--- config.mk ---
export PLATFORM = sky130hd
export DESIGN_NAME = poly_speaker
export DESIGN_NICKNAME = d
export VERILOG_FILES = /design/src/rtl/audio_pkg.sv /design/src/rtl/tone_voice.sv /design/src/rtl/poly_speaker.sv
export SDC_FILE = /design/constraint.sdc
export NUM_CORES = 1
export LEC_CHECK = 0
export ABC_CLOCK_PERIOD_IN_PS = 36000
export BUFFER_PORTS_ARGS = -buffer_cell sky130_fd_sc_hd__clkbuf_2
export CORE_ASPECT_RATIO = 2
export CORE_MARGIN = 5
export CORE_UTILIZATION = 45
export CTS_BUF_LIST = sky130_fd_sc_hd__clkbuf_8
export DETAILED_ROUTE_END_ITERATION = 8
export RECOVER_POWER = 25
export REMOVE_ABC_BUFFERS = 1
export SETUP_SLACK_MARGIN = 0.05
export SLEW_MARGIN = 20
export SYNTH_ARGS = -nofsm -noshare
export SYNTH_HDL_FRONTEND = slang
export SYNTH_HIERARCHICAL = 1
export SYNTH_SLANG_ARGS = --single-unit
--- constraint.sdc ---
create_clock -name clk -period 36 [get_ports clk]
set_input_delay 7.2 -clock clk [delete_from_list [all_inputs] [get_ports clk]]
set_output_delay 7.2 -clock clk [all_outputs]
set_load 0.01 [all_outputs]
--- src/rtl/audio_pkg.sv ---
// audio_pkg: constants and helpers shared by the audio output path.
// Holds the clock divider ratios and a signed saturation helper.
package audio_pkg;

    localparam int SCK_DIV_LOG2  = 4;
    localparam int MCLK_DIV_LOG2 = 2;

    // Clamp x to the range of a w-bit two's complement number.
    function automatic logic signed [31:0] sat_signed(
        input logic signed [31:0] x,
        input int                 w
    );
        logic signed [31:0] hi;
        logic signed [31:0] lo;
        hi = (32'sd1 <<< (w - 1)) - 32'sd1;
        lo = -(32'sd1 <<< (w - 1));
        if (x > hi) begin
            return hi;
        end else if (x < lo) begin
            return lo;
        end
        return x;
    endfunction

endpackage

--- src/rtl/tone_voice.sv ---
// tone_voice: one square-wave voice with a frame-rate attack/release envelope.
// Ports: clk, rst (async, active-low), i_tick (frame start), i_div (half-period),
//        i_vol (target level), i_gate (note on), o_sample (signed voice output).
module tone_voice
    import audio_pkg::*;
#(
    parameter int SAMPLE_W     = 16,
    parameter int DIV_W        = 22,
    parameter int ATTACK_STEP  = 256,
    parameter int RELEASE_STEP = 64
) (
    input  logic                       clk,
    input  logic                       rst,
    input  logic                       i_tick,
    input  logic [DIV_W-1:0]           i_div,
    input  logic [SAMPLE_W-2:0]        i_vol,
    input  logic                       i_gate,
    output logic signed [SAMPLE_W-1:0] o_sample
);

    localparam int EW = SAMPLE_W - 1;

    logic [DIV_W-1:0]           r_cnt;
    logic                       r_ph;
    logic [EW-1:0]              r_env;
    logic                       w_silent;
    logic [31:0]                w_up;
    logic [EW-1:0]              w_env_nxt;
    logic signed [SAMPLE_W-1:0] w_mag;

    // Dividers of 0 or 1 cannot describe a tone; such a voice is muted.
    assign w_silent = (i_div <= DIV_W'(1));
    // Wide sum so a large attack step cannot wrap past the target.
    assign w_up = 32'(r_env) + 32'(ATTACK_STEP);

    always_comb begin
        w_env_nxt = r_env;
        if (i_gate) begin
            if (r_env < i_vol) begin
                w_env_nxt = (w_up >= 32'(i_vol)) ? i_vol : w_up[EW-1:0];
            end else begin
                w_env_nxt = i_vol;
            end
        end else if (32'(r_env) > 32'(RELEASE_STEP)) begin
            w_env_nxt = r_env - EW'(RELEASE_STEP);
        end else begin
            w_env_nxt = '0;
        end
    end

    always_ff @(posedge clk or negedge rst) begin
        if (!rst) begin
            r_cnt <= '0;
            r_ph  <= 1'b0;
            r_env <= '0;
        end else begin
            // >= rather than == so a shortened divider wraps at once.
            if (w_silent) begin
                r_cnt <= '0;
                r_ph  <= 1'b0;
            end else if (r_cnt >= i_div - DIV_W'(1)) begin
                r_cnt <= '0;
                r_ph  <= ~r_ph;
            end else begin
                r_cnt <= r_cnt + DIV_W'(1);
            end
            if (i_tick) begin
                r_env <= w_env_nxt;
            end
        end
    end

    assign w_mag    = {1'b0, r_env};
    assign o_sample = w_silent ? '0 : (r_ph ? w_mag : -w_mag);

endmodule

--- src/rtl/poly_speaker.sv ---
// poly_speaker: mixes NUM_VOICES tone voices into a saturated stereo pair
// and serialises it as left-justified I2S.
// Ports: clk, rst (async, active-low); note_div/vol/gate/pan_left/pan_right
//        per-voice controls; audio_mclk/lrck/sck/sdin DAC pins; frame_tick.
module poly_speaker
    import audio_pkg::*;
#(
    parameter int NUM_VOICES   = 4,
    parameter int SAMPLE_W     = 16,
    parameter int DIV_W        = 22,
    parameter int ATTACK_STEP  = 256,
    parameter int RELEASE_STEP = 64
) (
    input  logic                               clk,
    input  logic                               rst,
    input  logic [NUM_VOICES*DIV_W-1:0]        note_div,
    input  logic [NUM_VOICES*(SAMPLE_W-1)-1:0] vol,
    input  logic [NUM_VOICES-1:0]              gate,
    input  logic [NUM_VOICES-1:0]              pan_left,
    input  logic [NUM_VOICES-1:0]              pan_right,
    output logic                               audio_mclk,
    output logic                               audio_lrck,
    output logic                               audio_sck,
    output logic                               audio_sdin,
    output logic                               frame_tick
);

    localparam int FRAME = 32 * SAMPLE_W;
    localparam int HALF  = 16 * SAMPLE_W;
    localparam int FC_W  = $clog2(FRAME);
    localparam int SUM_W = SAMPLE_W + 3;

    logic [FC_W-1:0]            r_fc;
    logic [SAMPLE_W-1:0]        r_shl;
    logic [SAMPLE_W-1:0]        r_shr;
    logic                       w_tick;
    logic                       w_lrck;
    logic                       w_slot_end;
    logic signed [SAMPLE_W-1:0] w_vs [NUM_VOICES];
    logic signed [SUM_W-1:0]    w_sum_l;
    logic signed [SUM_W-1:0]    w_sum_r;
    logic [SAMPLE_W-1:0]        w_sat_l;
    logic [SAMPLE_W-1:0]        w_sat_r;

    // Gated by rst so every pin reads 0 while reset is held.
    assign w_tick     = rst & (r_fc == '0);
    assign w_lrck     = (r_fc >= FC_W'(HALF));
    assign w_slot_end = &r_fc[SCK_DIV_LOG2-1:0];

    for (genvar g = 0; g < NUM_VOICES; g++) begin : g_voice
        tone_voice #(
            .SAMPLE_W    (SAMPLE_W),
            .DIV_W       (DIV_W),
            .ATTACK_STEP (ATTACK_STEP),
            .RELEASE_STEP(RELEASE_STEP)
        ) u_voice (
            .clk     (clk),
            .rst     (rst),
            .i_tick  (w_tick),
            .i_div   (note_div[g*DIV_W +: DIV_W]),
            .i_vol   (vol[g*(SAMPLE_W-1) +: SAMPLE_W-1]),
            .i_gate  (gate[g]),
            .o_sample(w_vs[g])
        );
    end

    always_comb begin
        w_sum_l = '0;
        w_sum_r = '0;
        for (int i = 0; i < NUM_VOICES; i++) begin
            if (pan_left[i]) begin
                w_sum_l = w_sum_l + {{3{w_vs[i][SAMPLE_W-1]}}, w_vs[i]};
            end
            if (pan_right[i]) begin
                w_sum_r = w_sum_r + {{3{w_vs[i][SAMPLE_W-1]}}, w_vs[i]};
            end
        end
    end

    assign w_sat_l = SAMPLE_W'(sat_signed(32'(w_sum_l), SAMPLE_W));
    assign w_sat_r = SAMPLE_W'(sat_signed(32'(w_sum_r), SAMPLE_W));

    always_ff @(posedge clk or negedge rst) begin
        if (!rst) begin
            r_fc  <= '0;
            r_shl <= '0;
            r_shr <= '0;
        end else begin
            if (r_fc == FC_W'(FRAME - 1)) begin
                r_fc <= '0;
            end else begin
                r_fc <= r_fc + FC_W'(1);
            end
            // Shift at the end of each sck period so the next bit
            // appears together with the sck falling edge.
            if (w_tick) begin
                r_shl <= w_sat_l;
                r_shr <= w_sat_r;
            end else if (w_slot_end) begin
                if (w_lrck) begin
                    r_shr <= r_shr << 1;
                end else begin
                    r_shl <= r_shl << 1;
                end
            end
        end
    end

    assign audio_mclk = r_fc[MCLK_DIV_LOG2-1];
    assign audio_sck  = r_fc[SCK_DIV_LOG2-1];
    assign audio_lrck = w_lrck;
    assign frame_tick = w_tick;
    // The left MSB is due in the very cycle it is being loaded,
    // so it is taken straight from the mixer during the tick.
    assign audio_sdin = w_tick ? w_sat_l[SAMPLE_W-1]
                      : (w_lrck ? r_shr[SAMPLE_W-1] : r_shl[SAMPLE_W-1]);

endmodule

==> results of run 1 <==
[cells by family after synthesis]
group,count (synthesis),share of synthesized area
mux,68,0.0284
fa+ha+maj,321,0.162
xor+xnor,308,0.109
buf+inv,301,0.0493
compound gates,822,0.220
flops,193,0.193
simple gates,1195,0.239
[stage by stage]
step	hold slack [ns]	power (mW)
5_1_grt	0.525	1.12
2_1_floorplan	0.444	0.725
6_report	0.495	1.04
3_5_place_dp	0.475	0.884
4_1_cts	0.491	1.04
3_3_place_gp	0.465	0.873
[per-layer routing]
metal  routed length [um]  share of wire
met4                 5410          0.069
met1                27900           0.36
met3                 2080          0.027
met2                43100           0.55
met5                    0              0
[cells in the mapped netlist, types with 19 or more instances]
cell type  count  area [sq um]
nand4_1       66           413
a211oi_1      32           240
o211ai_1      51           383
clkbuf_1      81           304
buf_2         23           115
nor3_1        84           420
nand2_1      265           995
nor4_1        31           194
nand3_1      110           551
and3_1        45           282
a21oi_1      225          1130
inv_1        170           638
o21ai_0      147           736
mux2_2        21           236
nor2_1       361          1360
ha_1         311          3890
xnor2_1      179          1570
nor2b_1       48           300
a21o_1        61           458
xor2_1       127          1110
a22oi_1       19           143
o21a_1        42           315
or3_1         19           119
nand2b_1      29           181
and2_1        46           288
mux2i_1       46           460
dfrtp_1      193          4830
[path summary, 6_finish.rpt]
| kind | start | endpoint | slack, ns | cells after the start |
|---|---|---|---|---|
| worst max-delay path | note_div[5] | audio_sdin | 13.04 | 38 |
| worst min-delay path | r_fc[0] | r_fc[0] | 0.49 | 1 |
| worst max register to register | g_voice[1].u_voice/r_env[3] | r_shr[12] | 26.36 | 32 |
| worst min register to register | r_fc[0] | r_fc[0] | 0.49 | 1 |
| max in group asynchronous | rst | g_voice[0].u_voice/r_env[9] | 23.58 | 2 |
| min in group asynchronous | rst | g_voice[3].u_voice/r_cnt[8] | 7.83 | 1 |
[power groups by stage]
stage / Sequential, mW / Combinational, mW / Clock [mW]
6_report: 0.257 / 0.632 / 0.149
2_1_floorplan: 0.255 / 0.470 / 0
3_3_place_gp: 0.260 / 0.612 / 0
3_5_place_dp: 0.261 / 0.623 / 0
5_1_grt: 0.260 / 0.703 / 0.162
4_1_cts: 0.257 / 0.628 / 0.155
[area by class of cell]
| class | instances | area, sq um | share of cell area |
|---|---|---|---|
| timing repair buffer | 185 | 968 | 0.0361 |
| sequential | 193 | 4830 | 0.180 |
| clock buffer | 17 | 234 | 0.00872 |
| tap | 744 | 931 | 0.0347 |
| inverter | 173 | 651 | 0.0243 |
| clock inverter | 15 | 154 | 0.00574 |
| multi-input combinational | 2714 | 19000 | 0.710 |
| antenna | 2 | 5.00 | 0.000187 |
[registers in the layout (all words and copies together), names as in the netlist]
name,flops
r_fc,9
g_voice.u_voice/r_cnt,88
r_shl,16
g_voice.u_voice/r_env,60
r_shr,16
g_voice.u_voice/r_ph,4
[worst reg2reg max path, delay by kind of cell, from the launching register on]
kind | cells | cell delay (ns)
adders and majority gates | 3 | 1.21
AOI/OAI and AO/OA | 13 | 3.60
DFF | 1 | 0.49
and+or+nand+nor | 13 | 3.71
xor gates and xnor gates | 3 | 0.48
==> flow_metrics.env, run 1 <==
export IMPL_coreArea_sq_mm=0.0553
export IMPL_clk_insertion_delay_late_ns=0.53
export IMPL_io_buffers=166
export IMPL_hpwl_um=64700
export IMPL_sw_frac_of_total=0.465
export IMPL_clockRootBuffer="clkbuf_8"
export IMPL_clkSlewWorstSetupHoldPaths_ns=0.10
export IMPL_p_seq_frac=0.247
export IMPL_clock_path_buffers=2
export IMPL_place_congestion=0.978
export IMPL_slowest_delay_ns=0.58
export IMPL_htree_num_levels=4
export IMPL_antenna_found_initial=2
export IMPL_grt_usage=0.254
export IMPL_setup_viol=0
export IMPL_vdd_drop_max_mv=0.0248
export IMPL_synth_edff_count=0
export IMPL_clkPwrFrac=0.143
export IMPL_routedWlPerCell_um=19.4
export IMPL_route_vias_total=24000
export IMPL_io_pins=167
export IMPL_grt_ovfl_total=0
export IMPL_dr_pass1_iters=5
export IMPL_violations="max-capacitance violations, max-slew violations"
export IMPL_met1_usage=0.246
export IMPL_netSwitchingPower_uw=483
export IMPL_ant_nets=0
export IMPL_fin_tns_setup_ns=0
export IMPL_drc=0
export IMPL_hold_path_class="reg -> reg"
export IMPL_outcome="finished with violations"
export IMPL_max_freq_mhz=43.5
export IMPL_fin_crit_sh=0.638
export IMPL_layoutNonFillerInstCount=4043
export IMPL_fin_area_sq_mm=0.0268
export IMPL_initial_core_util=0.453
export IMPL_critPathSlowestCell="or4_4"
export IMPL_power_internal_uw=555
export IMPL_dp_cells=4009
export IMPL_cts_made_buffers=17
export IMPL_p_per_area_mw_per_mm2=38.7
export IMPL_rsz0062_at_grt="no"
export IMPL_post_cts_buffers=0
export IMPL_met3_usage=0.0220
export IMPL_path_buf_inv=4
export IMPL_maxCapViolations=2
export IMPL_synth_warnings=6
export IMPL_final_common_cell="nor2_1"
export IMPL_drv_slew=128
export IMPL_via_per_inst=5.93
export IMPL_avgSynthCellArea_sq_um=7.81
export IMPL_cts_sinks=193
export IMPL_die_h_um=344
export IMPL_area_delta_synth_final_pct=7.08
export IMPL_tightestPinTransition_ns=3.50
export IMPL_synth_cell_types=106
export IMPL_seq_area_frac_synth=0.193
export IMPL_worstPathRequired_ns=28.80
export IMPL_dieArea_sq_mm=0.0608
export IMPL_endpoint_kind="output port"
export IMPL_cts_tree="built"
export IMPL_synth_main_ff_cell="dfrtp_1"
export IMPL_grt_pass1_vias=24700
export IMPL_place_area_sq_mm=0.0264
export IMPL_async_flop_share=1.00
export IMPL_p_leak_nw=12.2
export IMPL_max_slew_margin=-1.33
export IMPL_final_fill_count=5587
export IMPL_nNetsFinal=3763
export IMPL_criticalPathCategory="in -> out"
export IMPL_finalHoldViolations=0
export IMPL_totalWireLength_um=78500
export IMPL_fin_crit_ns=22.96
export IMPL_final_cell_mix="361 x nor2_1, 311 x ha_1, 265 x nand2_1, 224 x a21oi_1, 193 x dfrtp_1"
export IMPL_critPathTopFamily="compound AO/OA/AOI/OAI gates"
export IMPL_fin_util=0.485
export IMPL_grt_busiest_layer="met2"
export IMPL_setup_ws_ns=13.04
export IMPL_grt_max_degree=71
export IMPL_grt_pass1_wl_um=125000
export IMPL_critPathLaunchType="primary input"
export IMPL_hold_buffers=0
export IMPL_synthesis_area_sq_mm=0.0250
export IMPL_core_rowCount=122
export IMPL_fin_skew_ns=0.0194
export IMPL_cp_max_fo=18
export IMPL_arrival_ns=15.76
export IMPL_use_met2=0.505
export IMPL_syn_inst=3208
export IMPL_drt_initial_drc_count=1372
export IMPL_cts_resized=0
export IMPL_layout_drive_gt1_share=0.0943
export IMPL_synth_seq_cells=193
export IMPL_combPwrFrac=0.609
export IMPL_die_w_um=177
export IMPL_pre_cts_ws_ns=13.04
Note: power is estimated with default switching activity, not from simulation.
==> inputs of run 2 (changes only) <==
- ABC_CLOCK_PERIOD_IN_PS: 36000 -> 19100
- clock period: 36 -> 19.1 ns (I/O delays scaled with it)
==> run 2 against run 1 <==
The run still ends with max-capacitance violations, max-slew violations left. Cell count unchanged. Sequential cell count unchanged. Sequential power up 88%. Highest routed layer unchanged. Global-route usage about the same. Non-clock buffer count up 1. Cell area up 0.13%. Combinational power up 88%.
==> flow_metrics.env, run 2 (same netlist as run 1, synthesis figures left out) <==
export IMPL_fin_tns_setup_ns=0
export IMPL_cts_tree="built"
export IMPL_final_common_cell="nor2_1"
export IMPL_clockRootBuffer="clkbuf_8"
export IMPL_top_register="g_voice.u_voice/r_cnt"
export IMPL_fin_crit_ns=16.21
export IMPL_critPathSlowestCell="or4_4"
export IMPL_min_from="r_fc[0]"
export IMPL_drv_slew=83
export IMPL_hpwl_um=64800
export IMPL_drt_initial_drc_count=1299
export IMPL_grt_usage=0.254
export IMPL_fin_skew_ns=0.0172
export IMPL_fin_area_sq_mm=0.0269
export IMPL_fin_crit_sh=0.849
export IMPL_finalPower_mw=1.96
export IMPL_area_delta_synth_final_pct=7.22
export IMPL_worstPathRequired_ns=15.28
export IMPL_route_vias_total=23900
export IMPL_initial_core_util=0.453
export IMPL_dr_pass1_iters=5
export IMPL_max_slew_margin=-1.96
export IMPL_top_regs="g_voice.u_voice/r_cnt (88), g_voice.u_voice/r_env (60)"
export IMPL_layout_drive_gt1_share=0.0949
export IMPL_htree_num_levels=4
export IMPL_finalHoldViolations=0
export IMPL_die_w_um=177
export IMPL_slowest_delay_ns=0.58
export IMPL_place_area_sq_mm=0.0264
export IMPL_ant_nets=0
export IMPL_grt_max_degree=83
export IMPL_critPathTopFamily="compound AO/OA/AOI/OAI gates"
export IMPL_endpoint_kind="output port"
export IMPL_path_buf_inv=4
export IMPL_via_per_inst=5.91
export IMPL_p_per_area_mw_per_mm2=73.1
export IMPL_outcome="finished with violations"
export IMPL_critPathLaunchType="primary input"
export IMPL_antenna_found_initial=2
export IMPL_clock_path_buffers=2
export IMPL_clkSlewWorstSetupHoldPaths_ns=0.11
export IMPL_largest_reg_flops=88
export IMPL_vdd_drop_max_mv=0.0480
export IMPL_io_pins=167
export IMPL_final_fill_count=5597
export IMPL_rsz0062_at_grt="no"
export IMPL_max_freq_mhz=61.7
export IMPL_totalWireLength_um=78400
export IMPL_hold_path_class="reg -> reg"
export IMPL_coreArea_sq_mm=0.0553
export IMPL_arrival_ns=12.39
export IMPL_cp_max_fo=18
export IMPL_criticalPathCategory="in -> out"
export IMPL_critPathLaunch="note_div[5]"
export IMPL_cts_resized=0
export IMPL_final_cell_mix="361 x nor2_1, 311 x ha_1, 265 x nand2_1, 224 x a21oi_1, 193 x dfrtp_1"
export IMPL_setup_viol=0
export IMPL_grt_pass1_vias=24700
export IMPL_drc=0
export IMPL_violations="max-capacitance violations, max-slew violations"
export IMPL_clk_insertion_delay_late_ns=0.52
export IMPL_tightestPinTransition_ns=4.45
export IMPL_post_cts_buffers=0
export IMPL_grt_ovfl_total=0
export IMPL_place_congestion=0.983
export IMPL_dieArea_sq_mm=0.0608
export IMPL_core_rowCount=122
export IMPL_grt_pass1_wl_um=125000
export IMPL_cts_sinks=193
export IMPL_cts_made_buffers=17
export IMPL_rr_startpoint="g_voice[1].u_voice/r_env[2]"
export IMPL_maxCapViolations=1
export IMPL_routedWlPerCell_um=19.4
export IMPL_die_h_um=344
export IMPL_nNetsFinal=3764
export IMPL_hold_buffers=0
export IMPL_io_buffers=166
export IMPL_p_leak_nw=12.2
## run 2: through the flow
stage	setup slack [ns]	util	hold slack, ns	cells
after floorplan	3.84	-	0.444	3080
after global placement	3.06	0.478	0.464	4009
after detailed placement	2.94	0.478	0.474	4009
after CTS	2.91	0.485	0.490	4041
after global routing	2.27	0.486	0.510	4043
final	2.89	0.486	0.489	4043
## run 2: path summary, 6_finish.rpt
kind / depth (start not counted) / end / slack, ns
worst max-delay path: 38 / audio_sdin / 2.89
worst min-delay path: 1 / r_fc[0] / 0.49
worst max register to register: 32 / r_shr[12] / 9.40
worst min register to register: 1 / r_fc[0] / 0.49
max in group asynchronous: 3 / g_voice[1].u_voice/r_cnt[9] / 11.48
min in group asynchronous: 1 / g_voice[3].u_voice/r_cnt[7] / 4.85
## run 2: where the power goes
group | leakage, nW | total [mW] | switching [mW] | internal, mW
registers | 2.35 | 0.484 | 0.0432 | 0.441
clock network | 0.205 | 0.285 | 0.174 | 0.111
logic | 9.63 | 1.19 | 0.697 | 0.498
## run 2: layout make-up
cell class | count | area (sq um) | area share
flip-flops and latches | 193 | 4830 | 0.180
well taps | 744 | 931 | 0.0347
inverters | 173 | 651 | 0.0242
clock buffers | 18 | 248 | 0.00922
repair buffers | 186 | 996 | 0.0371
diodes | 1 | 2.50 | 0.0000932
clock inverters | 14 | 150 | 0.00559
multi-input cells | 2714 | 19000 | 0.709
## run 2: metal layers
layer,vias up,share of wire,GRT usage
li1,11800,-,-
met1,11300,0.35,0.243
met2,557,0.54,0.499
met3,214,0.026,0.0250
met4,0,0.077,0.170
met5,-,0,0
## run 2: worst register-to-register path, delay by kind of cell (launching register included)
kind	cells	cell delay, ns
adder cells (fa/ha/maj)	3	1.24
flip-flops	1	0.49
XOR/XNOR	3	0.48
AO/OA/AOI/OAI	13	3.64
AND/OR/NAND/NOR	13	3.70
